**src/rtl/led_pattern_ctrl.sv**
```systemverilog
// led_pattern_ctrl: steps a multi-LED pattern on every level change of the
// divider toggle. Patterns are rotate-left, rotate-right, ping-pong and
// all-blink. It also gives a step strobe and a period-complete (wrap) strobe.
//
// Direction FSM (used only by ping-pong):
//   state     | meaning
//   DIR_LEFT  | lit LED moving toward the MSB
//   DIR_RIGHT | lit LED moving back toward bit 0
module led_pattern_ctrl #(
   parameter int LED_NUM = 4
) (
   input  logic               sys_clk,
   input  logic               sys_rst,
   input  logic               tog_in,
   input  logic [1:0]         mode,
   input  logic               pause,
   output logic [LED_NUM-1:0] led_out,
   output logic               step_pulse,
   output logic               wrap
);

   typedef enum logic {
      DIR_LEFT  = 1'b0,
      DIR_RIGHT = 1'b1
   } dir_e;

   localparam logic [LED_NUM-1:0] PAT_LSB = {{(LED_NUM-1){1'b0}}, 1'b1};
   localparam logic [LED_NUM-1:0] PAT_MSB = {1'b1, {(LED_NUM-1){1'b0}}};
   localparam logic [LED_NUM-1:0] PAT_ALL = {LED_NUM{1'b1}};

   localparam logic [1:0] MODE_ROT_L = 2'd0;
   localparam logic [1:0] MODE_ROT_R = 2'd1;
   localparam logic [1:0] MODE_PONG  = 2'd2;
   localparam logic [1:0] MODE_BLINK = 2'd3;

   logic               s1_q, s2_q, s3_q;
   logic               ev;
   logic               applied;

   logic [LED_NUM-1:0] led_q, led_d;
   logic [1:0]         mode_q, mode_d;
   dir_e               dir_q, dir_d;
   logic               step_q, step_d;
   logic               wrap_q, wrap_d;

   logic [LED_NUM-1:0] led_dec;
   logic               led_onehot;

   // Start pattern loaded whenever a mode is (re)entered.
   function automatic logic [LED_NUM-1:0] start_pat(input logic [1:0] m);
      logic [LED_NUM-1:0] p;
      case (m)
         MODE_ROT_R: p = PAT_MSB;
         MODE_BLINK: p = PAT_ALL;
         default:    p = PAT_LSB;
      endcase
      return p;
   endfunction

   // Two-flop synchroniser plus history flop; s3 tracks s2 even while paused
   // so edges seen during pause are consumed instead of replayed later.
   always_ff @(posedge sys_clk or posedge sys_rst) begin
      if (sys_rst) begin
         s1_q <= 1'b0;
         s2_q <= 1'b0;
         s3_q <= 1'b0;
      end else begin
         s1_q <= tog_in;
         s2_q <= s1_q;
         s3_q <= s2_q;
      end
   end

   assign ev      = s2_q ^ s3_q;
   assign applied = ev & ~pause;

   // A corrupted (non one-hot) pattern in modes 0..2 is repaired on the next step.
   assign led_dec    = led_q - PAT_LSB;
   assign led_onehot = (led_q != '0) && ((led_q & led_dec) == '0);

   // Pattern, mode and direction state registers.
   always_ff @(posedge sys_clk or posedge sys_rst) begin
      if (sys_rst) begin
         led_q  <= PAT_LSB;
         mode_q <= MODE_ROT_L;
         dir_q  <= DIR_LEFT;
         step_q <= 1'b0;
         wrap_q <= 1'b0;
      end else begin
         led_q  <= led_d;
         mode_q <= mode_d;
         dir_q  <= dir_d;
         step_q <= step_d;
         wrap_q <= wrap_d;
      end
   end

   // Next pattern: mode change loads a start pattern, otherwise advance.
   always_comb begin
      led_d  = led_q;
      mode_d = mode_q;
      dir_d  = dir_q;
      step_d = 1'b0;
      wrap_d = 1'b0;

      if (applied) begin
         step_d = 1'b1;
         if (mode != mode_q) begin
            mode_d = mode;
            led_d  = start_pat(mode);
            dir_d  = DIR_LEFT;
         end else if ((mode_q != MODE_BLINK) && !led_onehot) begin
            led_d = start_pat(mode_q);
            dir_d = DIR_LEFT;
         end else begin
            case (mode_q)
               MODE_ROT_L: begin
                  led_d  = {led_q[LED_NUM-2:0], led_q[LED_NUM-1]};
                  wrap_d = (led_d == PAT_LSB);
               end
               MODE_ROT_R: begin
                  led_d  = {led_q[0], led_q[LED_NUM-1:1]};
                  wrap_d = (led_d == PAT_MSB);
               end
               MODE_PONG: begin
                  if (dir_q == DIR_LEFT) begin
                     led_d = led_q << 1;
                     if (led_d == PAT_MSB) begin
                        dir_d = DIR_RIGHT;
                     end
                  end else begin
                     led_d = led_q >> 1;
                     if (led_d == PAT_LSB) begin
                        dir_d  = DIR_LEFT;
                        wrap_d = 1'b1;
                     end
                  end
               end
               default: begin
                  led_d  = ~led_q;
                  wrap_d = (led_d == PAT_ALL);
               end
            endcase
         end
      end
   end

   assign led_out    = led_q;
   assign step_pulse = step_q;
   assign wrap       = wrap_q;

endmodule

```
**config.mk**
```make
export PLATFORM = sky130hd
export DESIGN_NAME = led_pattern_ctrl
export DESIGN_NICKNAME = d
export VERILOG_FILES = /design/src/rtl/led_pattern_ctrl.sv
export SDC_FILE = /design/constraint.sdc
export NUM_CORES = 1
export LEC_CHECK = 0
export ABC_AREA = 1
export CORE_AREA = 5 5 45 47
export CTS_CLUSTER_DIAMETER = 40
export DETAILED_ROUTE_END_ITERATION = 12
export DIE_AREA = 0 0 50 52
export GPL_TIMING_DRIVEN = 0
export PLACE_DENSITY = 0.74
export SETUP_SLACK_MARGIN = 0.15
export SYNTH_ARGS = -nofsm -noshare
export SYNTH_HDL_FRONTEND = slang
export SYNTH_SLANG_ARGS = --single-unit
```
**constraint.sdc**
```tcl
create_clock -name sys_clk -period 3.1 [get_ports sys_clk]
set_clock_uncertainty 0.05 [all_clocks]
set_input_delay 0.62 -clock sys_clk [delete_from_list [all_inputs] [get_ports sys_clk]]
set_output_delay 0.62 -clock sys_clk [all_outputs]
set_load 0.05 [all_outputs]
```
Word-level counts from Yosys, hierarchy flattened
Cells that the tools add are included.
- bits of input ports: 6
- register bits: 12
- word-level logic and storage cells: 54
- output and inout bits: 6
- reductions and logical operators: 9
- bitwise logic cells: 5
- add/subtract/negate cells: 1
- equal/unequal tests: 12
- muxes and demuxes: 19
- operators with widths (kind ; count):
    4-bit one-hot mux with 2 select lines ; 2
    1-bit 2-to-1 mux ; 12
    4-bit 2-to-1 mux ; 3
    4-bit one-hot mux with 3 select lines ; 1
    4-bit == test (second input constant) ; 2
    2-bit == test (second input constant) ; 3
    4-bit AND ; 1
    2-bit by 1-bit == test with 1-bit output (second input constant) ; 2
    4-bit by 1-bit == test with 1-bit output (second input constant) ; 1
    4-bit logical NOT ; 1
    4-bit inverter ; 1
    2-bit AND reduction ; 2
    4-bit nonzero test ; 1
    4-bit by 1-bit subtractor with 4-bit output (second input constant) ; 1
    3-bit by 1-bit == test with 1-bit output (second input constant) ; 1
    3-bit == test (second input constant) ; 1
    1-bit one-hot mux with 3 select lines ; 1
    3-bit nonzero test ; 1
    1-bit logical AND ; 2
    2-bit logical NOT ; 1
    2-bit != test ; 1
    2-bit != test (second input constant) ; 1
    1-bit AND ; 1
    1-bit logical NOT ; 1
    2 further kinds ; 2

Longest topological paths before layout
Gate-level depths: netlist of run 1.
- word-level depth: 9
- gate-level depth with buffers: 10
- depth with buffers taken out: 9

Worst setup path before layout of run 1
Ideal clock, no wire load.
- path type: register to register
- start point: register led_q[2] (netlist: led_out[2])
- end point: register dir_q
- path buffers: 1
- clock period less this slack: 1613 ps
- slack: 1487 ps
- cell stages (with the launch flop): 11
- arrival time: 1446 ps
- library setup time: 117 ps
- data required time: 2933 ps
- cell sequence: dfrtp_1 > buf_2 > nand2_1 > nand2_1 > inv_1 > nand3_2 > nand2_2 > nand3_1 > nand2_1 > nand2_1 > nand2_1
- longest elaborated chain between the ends: 8
- elaborated cells between the ends (all ways): 17
- those cells by class: add/sub: 1; eq/ne: 2; mux: 6; bitwise: 1; reduce/logical: 7
- RTL lines (element ; RTL line ; source):
    from (decl) ; 40 ; logic [LED_NUM-1:0] led_q, led_d;
    from (signal assigned) ; 90 ; led_q <= led_d;
    4-bit by 1-bit subtractor with 4-bit output ; 78 ; assign led_dec = led_q - PAT_LSB;
    4-bit AND ; 79 ; assign led_onehot = (led_q != '0) && ((led_q & led_dec) == '0);
    4-bit logical NOT ; 79 ;
    1-bit logical AND ; 79 ;
    1-bit logical NOT ; 112 ; end else if ((mode_q != MODE_BLINK) && !led_onehot) begin
    1-bit logical AND ; 112 ;
    3-bit nonzero test (no source line) / 1-bit 2-to-1 mux (equally long branches) ; -- ;
    2-bit AND reduction (no source line) / 1-bit 2-to-1 mux (equally long branches) ; -- ;
    to (signal assigned) ; 92 ; dir_q <= dir_d;
    to (decl) ; 42 ; dir_e dir_q, dir_d;
Parallel ways exist; a longest one is shown, timed or not. The select of a mux whose other input is x is not followed.
A chain may end at the register's enable or synchronous reset.

Final worst setup path of run 1
- start point: register led_q[0] (netlist: led_out[0])
- end point: output port led_out[0]
- RTL lines (element ; RTL line ; source):
    to (decl) ; 17 ; output logic [LED_NUM-1:0] led_out,
No word-level cell between the ends.

==> results.py, run 1 <==
metrics = {
    "critical_path": {
        "reg2reg_from": "led_out[0]",
        "path_buf_inv": 1,
        "crit_family": "buffers and inverters",
        "cp.arrival_ns": 1.71,
        "r2r_slack_ns": 1.60,
        "cp_max_fo": 7,
        "slowest_delay_ns": 0.83,
        "slowest_stage": "clkdlybuf4s50_1",
        "cp-end-kind": "primary output",
        "critPathLaunchType": "register",
        "regToRegEndpoint": "dir_q",
        "cp_data_required_time_ns": 2.43,
        "critPathKind": "register to primary output",
        "reg2reg_depth": 9,
        "path_cells": "clkdlybuf4s50_1",
    },
    "final_layout": {
        "fillers": 148,
        "seqCellArea_um2": 301.5,
        "num_antenna_cells": 0,
        "drive_gt1_frac": 0.1324,
        "finalNonFillerCells": 153,
        "area_growth_pct": 20.62,
        "fin_nets": 143,
        "multi_input_area_um2": 427.9,
    },
    "hold_path": {
        "hold_end": "s2_q",
        "hold_path_class": "register to register",
        "hp-start": "s1_q",
        "hold-path-cell-count": 0,
    },
    "synth": {
        "avgSynthCellArea_um2": 6.721,
        "yosysTopAreaCell": "dfrtp_1",
        "yosysMostFrequentCell": "nand2_1",
        "synth-seq-cells": 12,
        "postSynthNetCount": 127,
        "ys_warn_count": 0,
        "synth.area.top_cells": "dfrtp_1, nand2_1, inv_1",
        "synth-edff-count": 0,
        "async_flop_share": 1.000,
        "synth-main-ff-cell": "dfrtp_1",
        "yosysSeqAreaShare": 0.3708,
        "synth_cell_types": 22,
        "ys_top_cells_by_count": "nand2_1, inv_1, dfrtp_1",
        "syn_inst": 121,
        "synth_top_area_frac": 0.3385,
        "synth_area_um2": 813.3,
    },
    "drt": {
        "via_count": 805,
        "wl_per_cell_um": 11.39,
        "via_per_inst": 5.261,
        "drt_wl_total_mm": 1.743,
        "drt_iter0_markers": 35,
        "drtPass1Iterations": 5,
        "drcViolationCount": 0,
        "ant_nets": 0,
    },
    "placed_design": {
        "io_buffers": 11,
        "dp_hpwl_mm": 1.364,
        "gp_congestion": 0.8752,
        "placedCellCount": 149,
    },
    "die": {
        "rows": 15,
        "num_io_pins": 12,
        "die-area_um2": 2600,
        "coreArea_um2": 1614,
        "initial_core_util": 0.5039,
        "fp.dieW_um": 50,
        "die_h_um": 52,
    },
    "sta": {
        "worstMarginPinSlew_ns": 0.4998,
        "final.min_clock_period_ns": 2.383,
        "maxSlewHeadroom": 0.6658,
        "finalSetupViolCount": 0,
        "rsz0062_at_grt": "no",
        "hold_viol": 0,
        "period_share": 0.7688,
        "fmax_mhz": 419.6,
        "drv_slew": 0,
        "timing.setup.tns_ns": 0,
    },
    "grt": {
        "antenna_found_initial": 0,
        "grt_max_degree": 13,
        "gr-usage-all-layers": 0.1404,
        "grt_pass1_vias": 667,
        "overflow": 0,
        "grt_pass1_wl_mm": 2.863,
    },
    "clock_network": {
        "root_buffer": "clkbuf_4",
        "clk_latency_ns": 0.28,
        "htree_levels": 1,
        "cts_tree": "done",
        "clk_pin_slew_ns": 0.08,
        "clock_path_buffers": 2,
        "cts_made_buffers": 3,
        "cts_resized": 0,
        "postCtsSetupBuffers": 0,
        "numClockSinks": 12,
        "cts_hold_buffers": 0,
    },
    "pwr": {
        "ir_worst_vdd_mv": 0.4250,
        "p_per_area_nw_per_um2": 638.4,
        "leakage_nw": 0.4924,
    },
    "status": {
        "outcome": "finished clean",
    },
    "job": {
        "drv_cap": 0,
    },
}
==> metrics by stage <==
step | utilization | hold WS [ns] | power, mW | instance area, um^2 | setup WS, ns
CTS | 0.6078 | 0.3168 | 0.6292 | 980.9 | 0.7063
global placement | 0.5853 | 0.2874 | 0.4994 | 944.7 | 1.020
global route | 0.6078 | 0.3341 | 0.6702 | 980.9 | 0.6749
detailed placement | 0.5853 | 0.2910 | 0.5040 | 944.7 | 1.019
finish | 0.6078 | 0.3169 | 0.6263 | 980.9 | 0.7167
floorplan | - | 0.2812 | 0.4250 | 813.3 | 1.487
==> cell usage in the layout, fill, tap and decap left out, types with 3 or more instances in the layout <==
master,synthesis,routed
clkdlybuf4s50_1,0,11
nor2_1,8,8
clkbuf_4,0,3
nand2_1,51,51
inv_1,16,16
nand4_1,4,4
nand3_1,8,8
dfrtp_1,11,11
==> layer usage <==
layer	routed length [um]	share of wire	vias up	track usage
met5	0	0	-	0
met4	15	0.0086	0	0.03930
met3	119	0.068	3	0.03438
met2	821	0.47	25	0.2364
met1	786	0.45	367	0.1765
li1	-	-	410	-
==> worst max-delay path by stage <==
stage | start | to | slack (ns) | cells after the start
4_1_cts | led_out[0] | led_out[0] | 0.71 | 1
3_5_place_dp | led_out[0] | led_out[0] | 1.02 | 1
6_report | led_out[0] | led_out[0] | 0.72 | 1
5_1_grt | led_out[0] | led_out[0] | 0.67 | 1
2_1_floorplan | led_out[2] | dir_q | 1.49 | 10
3_3_place_gp | led_out[0] | led_out[0] | 1.02 | 1
==> area by class of cell <==
| class | instances | area share |
|---|---|---|
| inverter | 18 | 0.06888 |
| timing repair buffer | 11 | 0.1122 |
| tap | 17 | 0.02168 |
| clock buffer | 4 | 0.03699 |
| buffer | 2 | 0.01658 |
| sequential | 12 | 0.3074 |
| multi-input combinational | 89 | 0.4362 |
==> kinds of logic after synthesis <==
| family | Yosys count | synth area share |
|---|---|---|
| AND/OR/NAND/NOR | 80 | 0.4538 |
| AO/OA/AOI/OAI | 9 | 0.07231 |
| buffers and inverters | 20 | 0.1031 |
| flip-flops | 12 | 0.3708 |
==> report_power, final <==
group / switching (mW) / internal, mW / leakage [nW]
Clock: 0.0535 / 0.0715 / 0.0210
Combinational: 0.193 / 0.0964 / 0.325
Sequential: 0.0320 / 0.180 / 0.146
Total: 0.278 / 0.348 / 0.492
==> sequential cells by signal (all words and copies together) (netlist names) <==
name        count
led_out         4
mode_q          2
s2_q            1
dir_q           1
wrap            1
s1_q            1
step_pulse      1
s3_q            1
No activity file was read; power rests on OpenSTA's default activity.
==> inputs of run 2 (changes only) <==
CORE_AREA = 5 5 46 48   (was 5 5 45 47)
DIE_AREA = 0 0 51 53   (was 0 0 50 52)
PLACE_DENSITY = 0.71   (was 0.74)
clock period = 2.31 ns   (was 3.1 ns; I/O delays follow)
==> results.py, run 2 (same netlist as run 1, synthesis figures left out) <==
metrics = {
    "drt": {
        "drcViolationCount": 0,
        "ant_nets": 0,
        "via_per_inst": 5.248,
        "drt_wl_total_mm": 1.792,
        "wl_per_cell_um": 11.71,
        "drt_iter0_markers": 7,
        "via_count": 803,
        "drtPass1Iterations": 4,
    },
    "grt": {
        "grt_max_degree": 13,
        "grt_pass1_vias": 759,
        "overflow": 0,
        "gr-usage-all-layers": 0.1561,
        "grt_pass1_wl_mm": 3.084,
        "antenna_found_initial": 0,
    },
    "die": {
        "initial_core_util": 0.4869,
        "fp.dieW_um": 51,
        "num_io_pins": 12,
        "die_h_um": 53,
        "die-area_um2": 2703,
        "coreArea_um2": 1670,
        "rows": 15,
    },
    "critical_path": {
        "cp-end-kind": "primary output",
        "crit_family": "buffers and inverters",
        "path_cells": "clkdlybuf4s50_1",
        "cp.depth": 1,
        "reg2reg_depth": 9,
        "cp.arrival_ns": 1.43,
        "critPathKind": "register to primary output",
        "critPathLaunchType": "register",
        "path_buf_inv": 1,
        "cp_data_required_time_ns": 1.80,
        "slowest_stage": "clkdlybuf4s50_1",
        "cp_max_fo": 2,
        "slowest_delay_ns": 0.80,
    },
    "sta": {
        "layout_setup_ws_ns": 0.3654,
        "rsz0062_at_grt": "no",
        "period_share": 0.8418,
        "hold_viol": 0,
        "worstMarginPinSlew_ns": 0.5056,
        "fmax_mhz": 514.2,
        "final.min_clock_period_ns": 1.945,
        "maxSlewHeadroom": 0.6624,
        "drv_slew": 0,
        "timing.setup.tns_ns": 0,
        "hold_ws_ns": 0.3022,
        "finalSetupViolCount": 0,
    },
    "pwr": {
        "leakage_nw": 0.5003,
        "p_per_area_nw_per_um2": 821.2,
        "totalPowerFinal_uw": 798.4,
        "ir_worst_vdd_mv": 0.6363,
    },
    "placed_design": {
        "dp_hpwl_mm": 1.392,
        "io_buffers": 11,
        "placedCellCount": 149,
        "dp_worst_setup_slack_ns": 0.3954,
        "dpl-instance-area_um2": 944.7,
        "gp_congestion": 0.8862,
    },
    "clock_network": {
        "cts_made_buffers": 3,
        "htree_levels": 1,
        "root_buffer": "clkbuf_4",
        "cts_tree": "done",
        "clock_path_buffers": 2,
        "numClockSinks": 12,
        "clk_pin_slew_ns": 0.07,
        "clk_latency_ns": 0.27,
    },
    "hold_path": {
        "hold-path-cell-count": 0,
        "hold_path_class": "register to register",
    },
    "final_layout": {
        "final_area_um2": 972.2,
        "fin_nets": 143,
        "num_antenna_cells": 0,
        "area_growth_pct": 19.54,
        "drive_gt1_frac": 0.1250,
        "final_common_cell": "nand2_1",
        "final_cell_mix": "nand2_1, inv_1, dfrtp_1",
        "finalNonFillerCells": 153,
        "largest_reg_flops": 4,
        "final_util": 0.5820,
    },
    "job": {
        "drv_cap": 0,
    },
    "status": {
        "outcome": "finished clean",
    },
}
[run 2: cell count changes in the layout (fill, tap and decap cells not counted), sizes merged]
| cell | change |
|---|---|
| dlygate4sd2 | +1 |
| dlymetal6s2s | +1 |
| clkdlybuf4s50 | -2 |
[run 2: routing by layer]
layer  wire length [um]  GRT usage  part of all wire  up-vias
met1                805     0.1693              0.45      374
met4                 22    0.05381             0.012        0
met3                 94    0.05352             0.052        2
li1                   -          -                 -      410
met2                870     0.2811              0.49       17
met5                  0          0                 0        -
[run 2: report_power, final]
part	switching [mW]	internal [mW]	leakage, nW	total, mW
clock	0.0634	0.0668	0.0150	0.130
combinational	0.261	0.125	0.339	0.386
sequential	0.0402	0.242	0.146	0.282
total	0.365	0.434	0.500	0.798
[run 2: area by class of cell]
| class | count | area, um^2 |
|---|---|---|
| inverter | 18 | 67.56 |
| clock buffer | 4 | 26.28 |
| timing repair buffer | 11 | 111.4 |
| fill | 155 | 698.2 |
| buffer | 2 | 16.27 |
| sequential | 12 | 301.5 |
| multi-input combinational | 89 | 427.9 |
| tap | 17 | 21.27 |
[run 2: path summary, 6_finish.rpt]
path | start | to | slack [ns]
setup / recovery | led_out[1] | led_out[1] | 0.37
hold / removal | s1_q | s2_q | 0.30
setup reg to reg | led_out[0] | led_out[3] | 0.83
hold reg to reg | s1_q | s2_q | 0.30
max in group asynchronous | sys_rst | led_out[0] | 1.45
min in group asynchronous | sys_rst | s3_q | 0.43
[run 2: repair_timing]
| action | CTS | global route |
|---|---|---|
| setup buffers | 0 | 0 |
| hold buffers | 0 | 0 |
| resized for setup | 1 | 1 |
| endpoints found under the setup margin | 1 | 1 |
